**src/rtl/majority_voter.sv**
```systemverilog
// -----------------------------------------------------------------------------
// majority_voter
//
// Bitwise majority voter over N_CH redundant channels with per-channel fault
// tracking. Each valid sample is voted bit by bit (a bit is 1 when at least
// (N_CH+1)/2 channels carry a 1). The voted word and the per-channel mismatch
// vector are registered, giving one cycle of latency.
//
// Every channel keeps a 4-bit saturating consecutive-mismatch counter and a
// small OK / SUSPECT / FAULT state machine. A channel that mismatches
// FAULT_TH valid samples in a row is latched in FAULT until fault_clr or rst.
// Faulted channels still take part in the vote.
//
// Optional feature: define MAJORITY_VOTER_ERRCNT_EN to add err_cnt, a set of
// per-channel 16-bit saturating totals of mismatching valid samples. These
// totals are cleared only by rst.
//
// Parameters
//   N_CH     : number of voted channels (odd: 3, 5, 7)
//   W        : width of each channel word
//   FAULT_TH : consecutive mismatches before a channel is faulted (1..15)
//
// Ports
//   clk       in   1        clock, rising edge
//   rst       in   1        synchronous active-high reset
//   in_valid  in   1        in_data holds a sample to vote
//   in_data   in   N_CH*W   channel i at [i*W +: W]
//   fault_clr in   1        pulse: clear all fault tracking (not the totals)
//   out_valid out  1        out_data holds a new voted word this cycle
//   out_data  out  W        registered majority word
//   mismatch  out  N_CH     channel i differed from the vote in last valid sample
//   fault     out  N_CH     channel i is in FAULT
//   err_cnt   out  N_CH*16  per-channel mismatch totals (ERRCNT_EN builds only)
// -----------------------------------------------------------------------------
module majority_voter #(
   parameter int N_CH     = 3,
   parameter int W        = 8,
   parameter int FAULT_TH = 4
) (
   input  logic                clk,
   input  logic                rst,
   input  logic                in_valid,
   input  logic [N_CH*W-1:0]   in_data,
   input  logic                fault_clr,
   output logic                out_valid,
   output logic [W-1:0]        out_data,
   output logic [N_CH-1:0]     mismatch,
   output logic [N_CH-1:0]     fault
`ifdef MAJORITY_VOTER_ERRCNT_EN
   ,
   output logic [N_CH*16-1:0]  err_cnt
`endif
);

   typedef enum logic [1:0] {
      ST_OK      = 2'd0,
      ST_SUSPECT = 2'd1,
      ST_FAULT   = 2'd2
   } ch_state_e;

   localparam int         MAJ    = (N_CH + 1) / 2;
   localparam logic [3:0] TH     = 4'(FAULT_TH);
   localparam logic [3:0] CNT_MAX = 4'hF;

   // Bitwise majority: count the ones in each bit column.
   function automatic logic [W-1:0] vote(input logic [N_CH*W-1:0] d);
      logic [W-1:0] r;
      int           ones;
      r = '0;
      for (int b = 0; b < W; b++) begin
         ones = 0;
         for (int c = 0; c < N_CH; c++) begin
            ones += int'(d[c*W + b]);
         end
         r[b] = (ones >= MAJ);
      end
      return r;
   endfunction

   // Saturating increment of a consecutive-mismatch counter.
   function automatic logic [3:0] sat_inc4(input logic [3:0] v);
      return (v == CNT_MAX) ? CNT_MAX : v + 4'd1;
   endfunction

   logic [W-1:0]    voted;
   logic [N_CH-1:0] mm;

   logic            out_valid_q;
   logic [W-1:0]    out_data_q;
   logic [N_CH-1:0] mismatch_q;

   ch_state_e       state_q [N_CH];
   ch_state_e       state_d [N_CH];
   logic [3:0]      cnt_q   [N_CH];
   logic [3:0]      cnt_d   [N_CH];

   // ---------------------------------------------------------------------------
   // Vote and per-channel comparison of the incoming sample
   // ---------------------------------------------------------------------------
   always_comb begin
      voted = vote(in_data);
      mm    = '0;
      for (int i = 0; i < N_CH; i++) begin
         mm[i] = (in_data[i*W +: W] != voted);
      end
   end

   // ---------------------------------------------------------------------------
   // Per-channel fault FSM, next state
   // ---------------------------------------------------------------------------
   always_comb begin
      logic [3:0] inc;
      inc = '0;
      for (int i = 0; i < N_CH; i++) begin
         state_d[i] = state_q[i];
         cnt_d[i]   = cnt_q[i];
         inc        = sat_inc4(cnt_q[i]);
         if (fault_clr) begin
            // Clear wins over a simultaneous sample; that sample is not counted.
            state_d[i] = ST_OK;
            cnt_d[i]   = 4'd0;
         end else if (in_valid) begin
            unique case (state_q[i])
               ST_OK, ST_SUSPECT: begin
                  if (mm[i]) begin
                     // From OK the counter restarts at 1 (inc of 0); with
                     // FAULT_TH=1 that already reaches the threshold.
                     cnt_d[i]   = inc;
                     state_d[i] = (inc >= TH) ? ST_FAULT : ST_SUSPECT;
                  end else begin
                     cnt_d[i]   = 4'd0;
                     state_d[i] = ST_OK;
                  end
               end
               ST_FAULT: begin
                  // Counter frozen, state sticky until fault_clr or rst.
                  state_d[i] = ST_FAULT;
               end
               default: begin
                  state_d[i] = ST_OK;
                  cnt_d[i]   = 4'd0;
               end
            endcase
         end
      end
   end

   // ---------------------------------------------------------------------------
   // Output and FSM registers
   // ---------------------------------------------------------------------------
   always_ff @(posedge clk) begin
      if (rst) begin
         out_valid_q <= 1'b0;
         out_data_q  <= '0;
         mismatch_q  <= '0;
         for (int i = 0; i < N_CH; i++) begin
            state_q[i] <= ST_OK;
            cnt_q[i]   <= 4'd0;
         end
      end else begin
         out_valid_q <= in_valid;
         if (in_valid) begin
            out_data_q <= voted;
            mismatch_q <= mm;
         end
         for (int i = 0; i < N_CH; i++) begin
            state_q[i] <= state_d[i];
            cnt_q[i]   <= cnt_d[i];
         end
      end
   end

   always_comb begin
      fault = '0;
      for (int i = 0; i < N_CH; i++) begin
         fault[i] = (state_q[i] == ST_FAULT);
      end
   end

   assign out_valid = out_valid_q;
   assign out_data  = out_data_q;
   assign mismatch  = mismatch_q;

`ifdef MAJORITY_VOTER_ERRCNT_EN
   // ---------------------------------------------------------------------------
   // Lifetime mismatch totals: every mismatching valid sample counts, including
   // one that arrives with fault_clr and one from an already faulted channel.
   // ---------------------------------------------------------------------------
   logic [15:0] err_q [N_CH];
   logic [15:0] err_d [N_CH];

   always_comb begin
      for (int i = 0; i < N_CH; i++) begin
         err_d[i] = err_q[i];
         if (in_valid && mm[i] && (err_q[i] != 16'hFFFF)) begin
            err_d[i] = err_q[i] + 16'd1;
         end
      end
   end

   always_ff @(posedge clk) begin
      if (rst) begin
         for (int i = 0; i < N_CH; i++) begin
            err_q[i] <= 16'd0;
         end
      end else begin
         for (int i = 0; i < N_CH; i++) begin
            err_q[i] <= err_d[i];
         end
      end
   end

   always_comb begin
      err_cnt = '0;
      for (int i = 0; i < N_CH; i++) begin
         err_cnt[i*16 +: 16] = err_q[i];
      end
   end
`endif

endmodule

```
**config.mk**
```make
export PLATFORM = sky130hd
export DESIGN_NAME = majority_voter
export DESIGN_NICKNAME = d
export VERILOG_FILES = /design/src/rtl/majority_voter.sv
export SDC_FILE = /design/constraint.sdc
export NUM_CORES = 1
export LEC_CHECK = 0
export ABC_AREA = 1
export ABC_CLOCK_PERIOD_IN_PS = 3400
export CAP_MARGIN = 20
export CORE_ASPECT_RATIO = 0.7
export CORE_MARGIN = 2
export CORE_UTILIZATION = 28
export CTS_CLUSTER_SIZE = 8
export DETAILED_ROUTE_END_ITERATION = 10
export PLACE_DENSITY = 0.57
export SYNTH_ARGS = -nofsm -noshare
export SYNTH_HDL_FRONTEND = slang
export SYNTH_SLANG_ARGS = --single-unit
```
**constraint.sdc**
```tcl
create_clock -name clk -period 3.4 [get_ports clk]
set_input_delay 0.68 -clock clk [delete_from_list [all_inputs] [get_ports clk]]
set_output_delay 0.68 -clock clk [all_outputs]
set_load 0.02 [all_outputs]
```
**After elaboration in Yosys (flattened, before gate mapping)**

Memories as Yosys holds them, arrays and structs flattened.
Index checks and enable logic that the tools add are counted.

- $lt $le $gt $ge: 11
- Equality and inequality tests: 12
- Shift-type cells: 0
- Reductions and logical operators: 6
- $add $sub $neg: 19
- Mux-type cells: 39
- Divide/modulo/power cells: 0
- $mul: 0
- Bitwise logic cells: 6

Operators by type and width:

| cell | number |
|---|---|
| $mux W4 | 15 |
| $mux W2 | 15 |
| $add A2 B1 Y3 | 8 |
| $ge A3 B2 Y1 const B | 8 |
| $ne A8 B8 Y1 | 3 |
| $pmux W4 S2 | 3 |
| $add A1 B1 Y2 | 8 |
| $add A4 B1 Y4 const B | 3 |
| $eq A4 B4 Y1 const B | 3 |
| $ge A4 B3 Y1 const B | 3 |
| $pmux W2 S2 | 3 |
| $eq A2 B1 Y1 const B | 3 |
| $eq A2 B2 Y1 const B | 3 |
| $logic_not A2 Y1 | 3 |
| $or A1 B1 Y1 | 6 |
| $reduce_or A2 Y1 | 3 |
| $mux W1 | 3 |

- Bits in read-only memories: 0
- Word-level logic and storage cells: 98
- Output and inout bits: 15
- Input port bits: 28
- Memory bits (writable): 18
- Flip-flop bits (word level): 12
- Latch bits: 0
- Memories: 2

Memories:

| memory | depth | width | rd ports | clocked after memory_dff | write ports | RTL line | RTL |
|---|---|---|---|---|---|---|---|
| cnt_q | 3 | 4 | 3 | 0 | 3 | 94 | `logic [3:0] cnt_q [N_CH];` |
| state_q | 3 | 2 | 3 | 0 | 3 | 92 | `ch_state_e state_q [N_CH];` |

**Longest topological paths before layout**

Gate-level depths: netlist (run 1).

- Depth after elaboration: 9
- Depth in mapped cells: 11
- Depth with buffers taken out: 11

**Worst setup path after synthesis (run 1)**

OpenSTA, ideal clock, no wires.

- Kind: in2reg
- From: in in_data[1]
- To: mem cnt_q[2][2] (netlist: cnt_q[0][10])
- Required time: 3.266 ns
- Path slack: 1.674 ns
- Stages: 9
- Library setup time: 0.134 ns
- Path buffers: 0
- Arrival time: 1.592 ns
- Path through: ha_1 nand2_1 nand3b_1 nand2_1 nand2_1 nor2_2 nand2_4 nand3_1 a21oi_1

RTL lines:

| what | RTL line | RTL |
|---|---|---|
| start: declaration | 43 | `input logic [N_CH*W-1:0] in_data,` |
| end: declaration | 94 |  |

==> results of run 1 <==
[worst max-delay path, delay by kind of cell (launching register included)]
kind	cells	cell delay [ns]
AND/OR/NAND/NOR	1	0.17
buffers and inverters	2	0.71
flip-flops	1	0.44
[synthesized netlist by cell type, types with 4 or more instances]
cell type	instances
or2_0	4
dfxtp_1	30
nand2_2	15
a21oi_2	4
nand3b_1	14
nor2_2	13
nand2_1	90
inv_2	7
o21ai_1	5
nor2_1	29
nand3_1	23
inv_1	38
nand3_2	5
a21oi_1	16
o21ai_0	12
ha_1	11
[per-stage QoR]
step	total power [mW]	area [sq um]	hold slack (ns)	setup slack (ns)	utilization
after CTS	0.977	2800	0.475	1.10	0.377
after global placement	0.616	2690	0.455	1.03	0.363
after global routing	1.02	2800	0.508	1.01	0.377
final	0.964	2800	0.471	1.11	0.377
after floorplan	0.529	2170	0.444	1.67	-
after detailed placement	0.618	2690	0.466	1.02	0.363
[cell type report]
| class | count | area, sq um |
|---|---|---|
| Fill cell | 782 | 4620 |
| Timing Repair Buffer | 44 | 435 |
| Inverter | 47 | 176 |
| Multi-Input combinational cell | 253 | 1360 |
| Sequential cell | 30 | 601 |
| Tap cell | 98 | 123 |
| Clock inverter | 1 | 30.0 |
| Clock buffer | 7 | 76.3 |
[metal layers]
metal  track usage  vias to the layer above
li1              -                     1151
met1         0.181                      919
met2         0.182                       28
met3        0.0294                        7
met4        0.0380                        0
met5             0                        -
[sequential cells by signal, indices dropped and copies added (netlist names)]
| name | flops |
|---|---|
| out_valid | 1 |
| out_data | 8 |
| state_q | 6 |
| cnt_q | 12 |
| mismatch | 3 |
[kinds of logic (layout without fill, tap and decap cells)]
logic type,after synthesis,count (layout),synth area share
DFF,30,30,0.277
and+or+nand+nor,204,204,0.465
adders and majority gates,11,11,0.0634
AOI/OAI and AO/OA,38,38,0.0963
buffers and inverters,53,99,0.0991
[layout by cell type, fill, tap and decap left out, types with 2 or more instances in the layout]
master	netlist	routed
nand2_4	3	3
nor2_2	13	13
clkinv_1	2	2
clkbuf_8	0	5
nand3b_1	14	14
nor3_1	2	2
or2_1	3	3
nand2_2	15	15
clkbuf_1	1	2
a21oi_1	16	16
or2_0	4	4
inv_1	38	38
nand3_2	5	5
nor2_1	29	29
ha_1	11	11
clkdlybuf4s50_1	0	42
a21oi_2	4	4
inv_2	7	7
dfxtp_1	30	30
buf_4	2	2
nand2_1	90	90
o21ai_0	12	12
nand3_1	23	23
o21ai_1	5	5
nor2_4	2	2
[power breakdown]
part	internal, mW	switching (mW)
logic	0.102	0.128
clock network	0.219	0.136
registers	0.367	0.0113
total	0.688	0.276
[worst paths after layout]
path         depth (start not counted)       endpoint  slack [ns]     startpoint
max reg2reg                          8  state_q[0][2]        1.98    cnt_q[0][4]
min                                  2  state_q[0][0]        0.47  state_q[0][0]
min reg2reg                          2  state_q[0][0]        0.47  state_q[0][0]
max                                  3       fault[1]        1.11  state_q[0][3]
==> impl_metrics.py, run 1 <==
metrics = {
    "routing": {
        "dr_wl_met2_mm": 2.05,
        "route.met3.wl_um": 210,
        "routed.top_layer": "met4",
        "drt_pass1_iterations": 4,
        "met1_length_mm": 2.63,
        "wl_mm": 4.96,
        "routedWlPerCell_um": 10.3,
        "drcViolationCount": 0,
        "vias": 2105,
        "drtAntennaViolNets": 0,
        "vias_per_cell": 4.39,
        "drt_iter0_markers": 101,
    },
    "sta": {
        "setup_viol": 0,
        "min_period_ns": 2.29,
        "finalMaxSlewViolations": 0,
        "setup_tns_ns": 0,
        "hold_viol": 0,
        "slew-limit-headroom": 0.646,
        "fin_crit_sh": 0.673,
        "fmax_mhz": 437,
        "worstMarginPinSlew_ns": 0.530,
        "final.setup_skew_ns": 0.00499,
        "rsz0062_at_grt": "false",
    },
    "global_route": {
        "antenna_found_initial": 0,
        "gr-usage-all-layers": 0.125,
        "grt_pass1_vias": 1878,
        "grt_pass1_wl_mm": 8.45,
        "grt_overflow_total": 0,
        "grt_start_max_net_pins": 22,
    },
    "clock_tree": {
        "cts_resized": 0,
        "cts_root_buf": "clkbuf_8",
        "clockBufferDepth": 2,
        "htree_levels": 2,
        "clock_latency_ns": 0.29,
        "cts_setup_buffers": 0,
        "tritoncts": "built",
        "cts_buffers": 5,
        "path_clk_slew_ns": 0.06,
        "ctsHoldBuffers": 0,
        "cts.sink_count": 30,
    },
    "status": {
        "status": "complete, no violations",
    },
    "hold_path": {
        "min_path_type": "register to register",
    },
    "synth": {
        "synth_nets": 375,
        "synth-seq-cells": 30,
        "synthCells": 336,
        "synth.area.top_cells": "dfxtp_1 28%, nand2_1 16%, inv_1 6.6%",
        "yosysWarnings": 0,
        "async_reset_ff_frac": 0,
        "synth_top_area_frac": 0.277,
        "synth_edf_count": 0,
        "yosysTopAreaCell": "dfxtp_1",
        "synth.distinct_cells": 28,
        "syn_avg_cell_area_sq_um": 6.46,
        "synth_area_sq_mm": 0.00217,
        "synth_ff_type": "dfxtp_1",
        "ys_seq_area_frac": 0.277,
    },
    "final_layout": {
        "final_cells": 480,
        "drive_gt1_frac": 0.152,
        "antenna_cells": 0,
        "final_nets": 420,
        "syn2layout_area_growth_pct": 28.8,
    },
    "floorplan": {
        "pin_count": 43,
        "fp-row-count": 26,
        "start_util": 0.293,
        "chipWidth_um": 109,
        "coreArea_sq_mm": 0.00742,
        "dieArea_sq_mm": 0.00848,
        "fp.dieH_um": 77.7,
    },
    "pwr": {
        "p_per_area_mw_per_mm2": 345,
        "p_leak_nw": 1.32,
        "irDropWorstVdd_v": 0.000120,
    },
    "critical_path": {
        "cp_max_fo": 6,
        "worstSetupPathType": "register to output port",
        "cp.arrival_ns": 1.61,
        "startpoint_type": "register",
        "cp_slowest_cell": "clkdlybuf4s50_1",
        "max_stage_delay_ns": 0.64,
        "worstPathRequired_ns": 2.72,
        "worstPathCellList": "inv_2, nor2_2, clkdlybuf4s50_1",
        "end_kind": "output port",
    },
    "job": {
        "drv_cap": 0,
    },
    "placement": {
        "io_buffers": 42,
        "place_inst": 472,
        "gp_congestion": 0.779,
        "post-dp-hpwl_mm": 3.89,
    },
}
Note: power is estimated with default switching activity, not from simulation.
==> run 2, diff against run 1 <==
Settings changed: ABC_CLOCK_PERIOD_IN_PS 3400 to 2250.
Clock period 3.4 ns to 2.25 ns, I/O delays scaled along.
==> run 2 against run 1 <==
Compared with the run above: core utilization down 0.40 points; combinational power up 51%; critical path depth unchanged; sequential cell count unchanged; cell count down 0.21%; wire length up 0.54%; setup slack worse by 0.89 ns; sequential power up 51%; critical endpoint unchanged.
==> impl_metrics.py, run 2 (same netlist as run 1, synthesis figures left out) <==
metrics = {
    "pwr": {
        "p_leak_nw": 1.31,
        "irDropWorstVdd_v": 0.000193,
        "p_per_area_mw_per_mm2": 480,
    },
    "global_route": {
        "antenna_found_initial": 0,
        "grt_pass1_vias": 1926,
        "grt_overflow_total": 0,
        "grt_pass1_wl_mm": 8.48,
        "gr-usage-all-layers": 0.124,
        "grt_start_max_net_pins": 22,
    },
    "final_layout": {
        "drive_gt1_frac": 0.150,
        "largest_register": "cnt_q",
        "utilization": 0.373,
        "fillers": 804,
        "final_nets": 420,
        "layout_commonest_cell": "nand2_1",
        "final_cell_mix": "90 x nand2_1, 42 x clkdlybuf4s50_1, 38 x inv_1",
        "multiInputGateArea_sq_mm": 0.00136,
        "antenna_cells": 0,
        "largest_reg_flops": 12,
        "syn2layout_area_growth_pct": 27.4,
        "regArea_sq_um": 601,
        "final_cell_area_sq_mm": 0.00277,
    },
    "hold_path": {
        "min_path_type": "register to register",
    },
    "critical_path": {
        "cp.arrival_ns": 1.58,
        "end_kind": "output port",
        "cpLargestDelayFamily": "buffers and inverters",
        "cp_slowest_cell": "clkdlybuf4s50_1",
        "startpoint_type": "register",
        "worstPathRequired_ns": 1.80,
        "worstPathCellList": "inv_2, nor2_2, clkdlybuf4s50_1",
        "critPathBufInv": 2,
        "worstSetupPathType": "register to output port",
        "max_stage_delay_ns": 0.63,
        "cp_max_fo": 6,
    },
    "clock_tree": {
        "cts_buffers": 5,
        "htree_levels": 2,
        "cts.sink_count": 30,
        "clock_latency_ns": 0.28,
        "ctsHoldBuffers": 0,
        "cts_resized": 0,
        "cts_root_buf": "clkbuf_8",
        "path_clk_slew_ns": 0.06,
        "tritoncts": "built",
        "clockBufferDepth": 2,
        "cts_setup_buffers": 0,
    },
    "placement": {
        "gp_congestion": 0.743,
        "placed_cell_area_sq_mm": 0.00269,
        "post-dp-hpwl_mm": 3.95,
        "io_buffers": 42,
    },
    "sta": {
        "slew-limit-headroom": 0.648,
        "fmax_mhz": 494,
        "hold_viol": 0,
        "finalMaxSlewViolations": 0,
        "setup_tns_ns": 0,
        "rsz0062_at_grt": "false",
        "final.setup_skew_ns": 0.00629,
        "setup_viol": 0,
        "fin_crit_sh": 0.900,
        "min_period_ns": 2.03,
        "fin_hold_ws_ns": 0.465,
        "worstMarginPinSlew_ns": 0.528,
    },
    "routing": {
        "drt_pass1_iterations": 4,
        "drtAntennaViolNets": 0,
        "drcViolationCount": 0,
        "routedWlPerCell_um": 10.4,
        "vias": 2105,
        "wl_mm": 4.99,
        "drt_iter0_markers": 78,
        "vias_per_cell": 4.39,
    },
    "floorplan": {
        "pin_count": 43,
        "fp.dieH_um": 77.7,
        "fp-row-count": 26,
        "start_util": 0.293,
        "dieArea_sq_mm": 0.00848,
        "chipWidth_um": 109,
        "coreArea_sq_mm": 0.00742,
    },
    "status": {
        "status": "complete, no violations",
    },
    "job": {
        "drv_cap": 0,
    },
}
run 2: cell types whose count changed in the layout (fill, tap and decap cells not counted):
cell / change
bufinv_16: -1
run 2: per-layer routing:
layer	track usage	vias to the layer above	routed length, um
li1	-	1153	-
met1	0.168	916	2620
met2	0.199	32	2130
met3	0.0252	4	193
met4	0.0342	0	42
met5	0	-	0
run 2: cell type report:
class / instances / share of cell area
clock buffers: 7 / 0.0276
flip-flops and latches: 30 / 0.217
well taps: 98 / 0.0443
repair buffers: 44 / 0.157
multi-input cells: 253 / 0.490
inverters: 47 / 0.0638
run 2: per-stage QoR:
stage	setup slack [ns]	cells	total power, mW
2_1_floorplan	0.754	336	0.800
3_3_place_gp	0.129	472	0.929
3_5_place_dp	0.118	472	0.935
4_1_cts	0.209	479	1.34
5_1_grt	0.143	479	1.41
6_report	0.224	479	1.33
run 2: worst paths after layout:
check                  end     startpoint  slack (ns)  cells past startpoint
max               fault[1]  state_q[0][3]        0.22                      3
min            mismatch[1]    mismatch[1]        0.46                      2
max reg2reg  state_q[0][0]    cnt_q[0][0]        0.88                      8
min reg2reg    mismatch[1]    mismatch[1]        0.46                      2
run 2: report_power, final:
part / leakage (nW) / switching [mW] / internal [mW]
Combinational: 1.02 / 0.194 / 0.154
Clock: 0.0383 / 0.197 / 0.213
Sequential: 0.246 / 0.0166 / 0.555
run 2: tightest hold or removal path, stage by stage (launching register included):
cell	delay, ns
dfxtp_1	0.31
nand2_1	0.06
a21oi_1	0.05
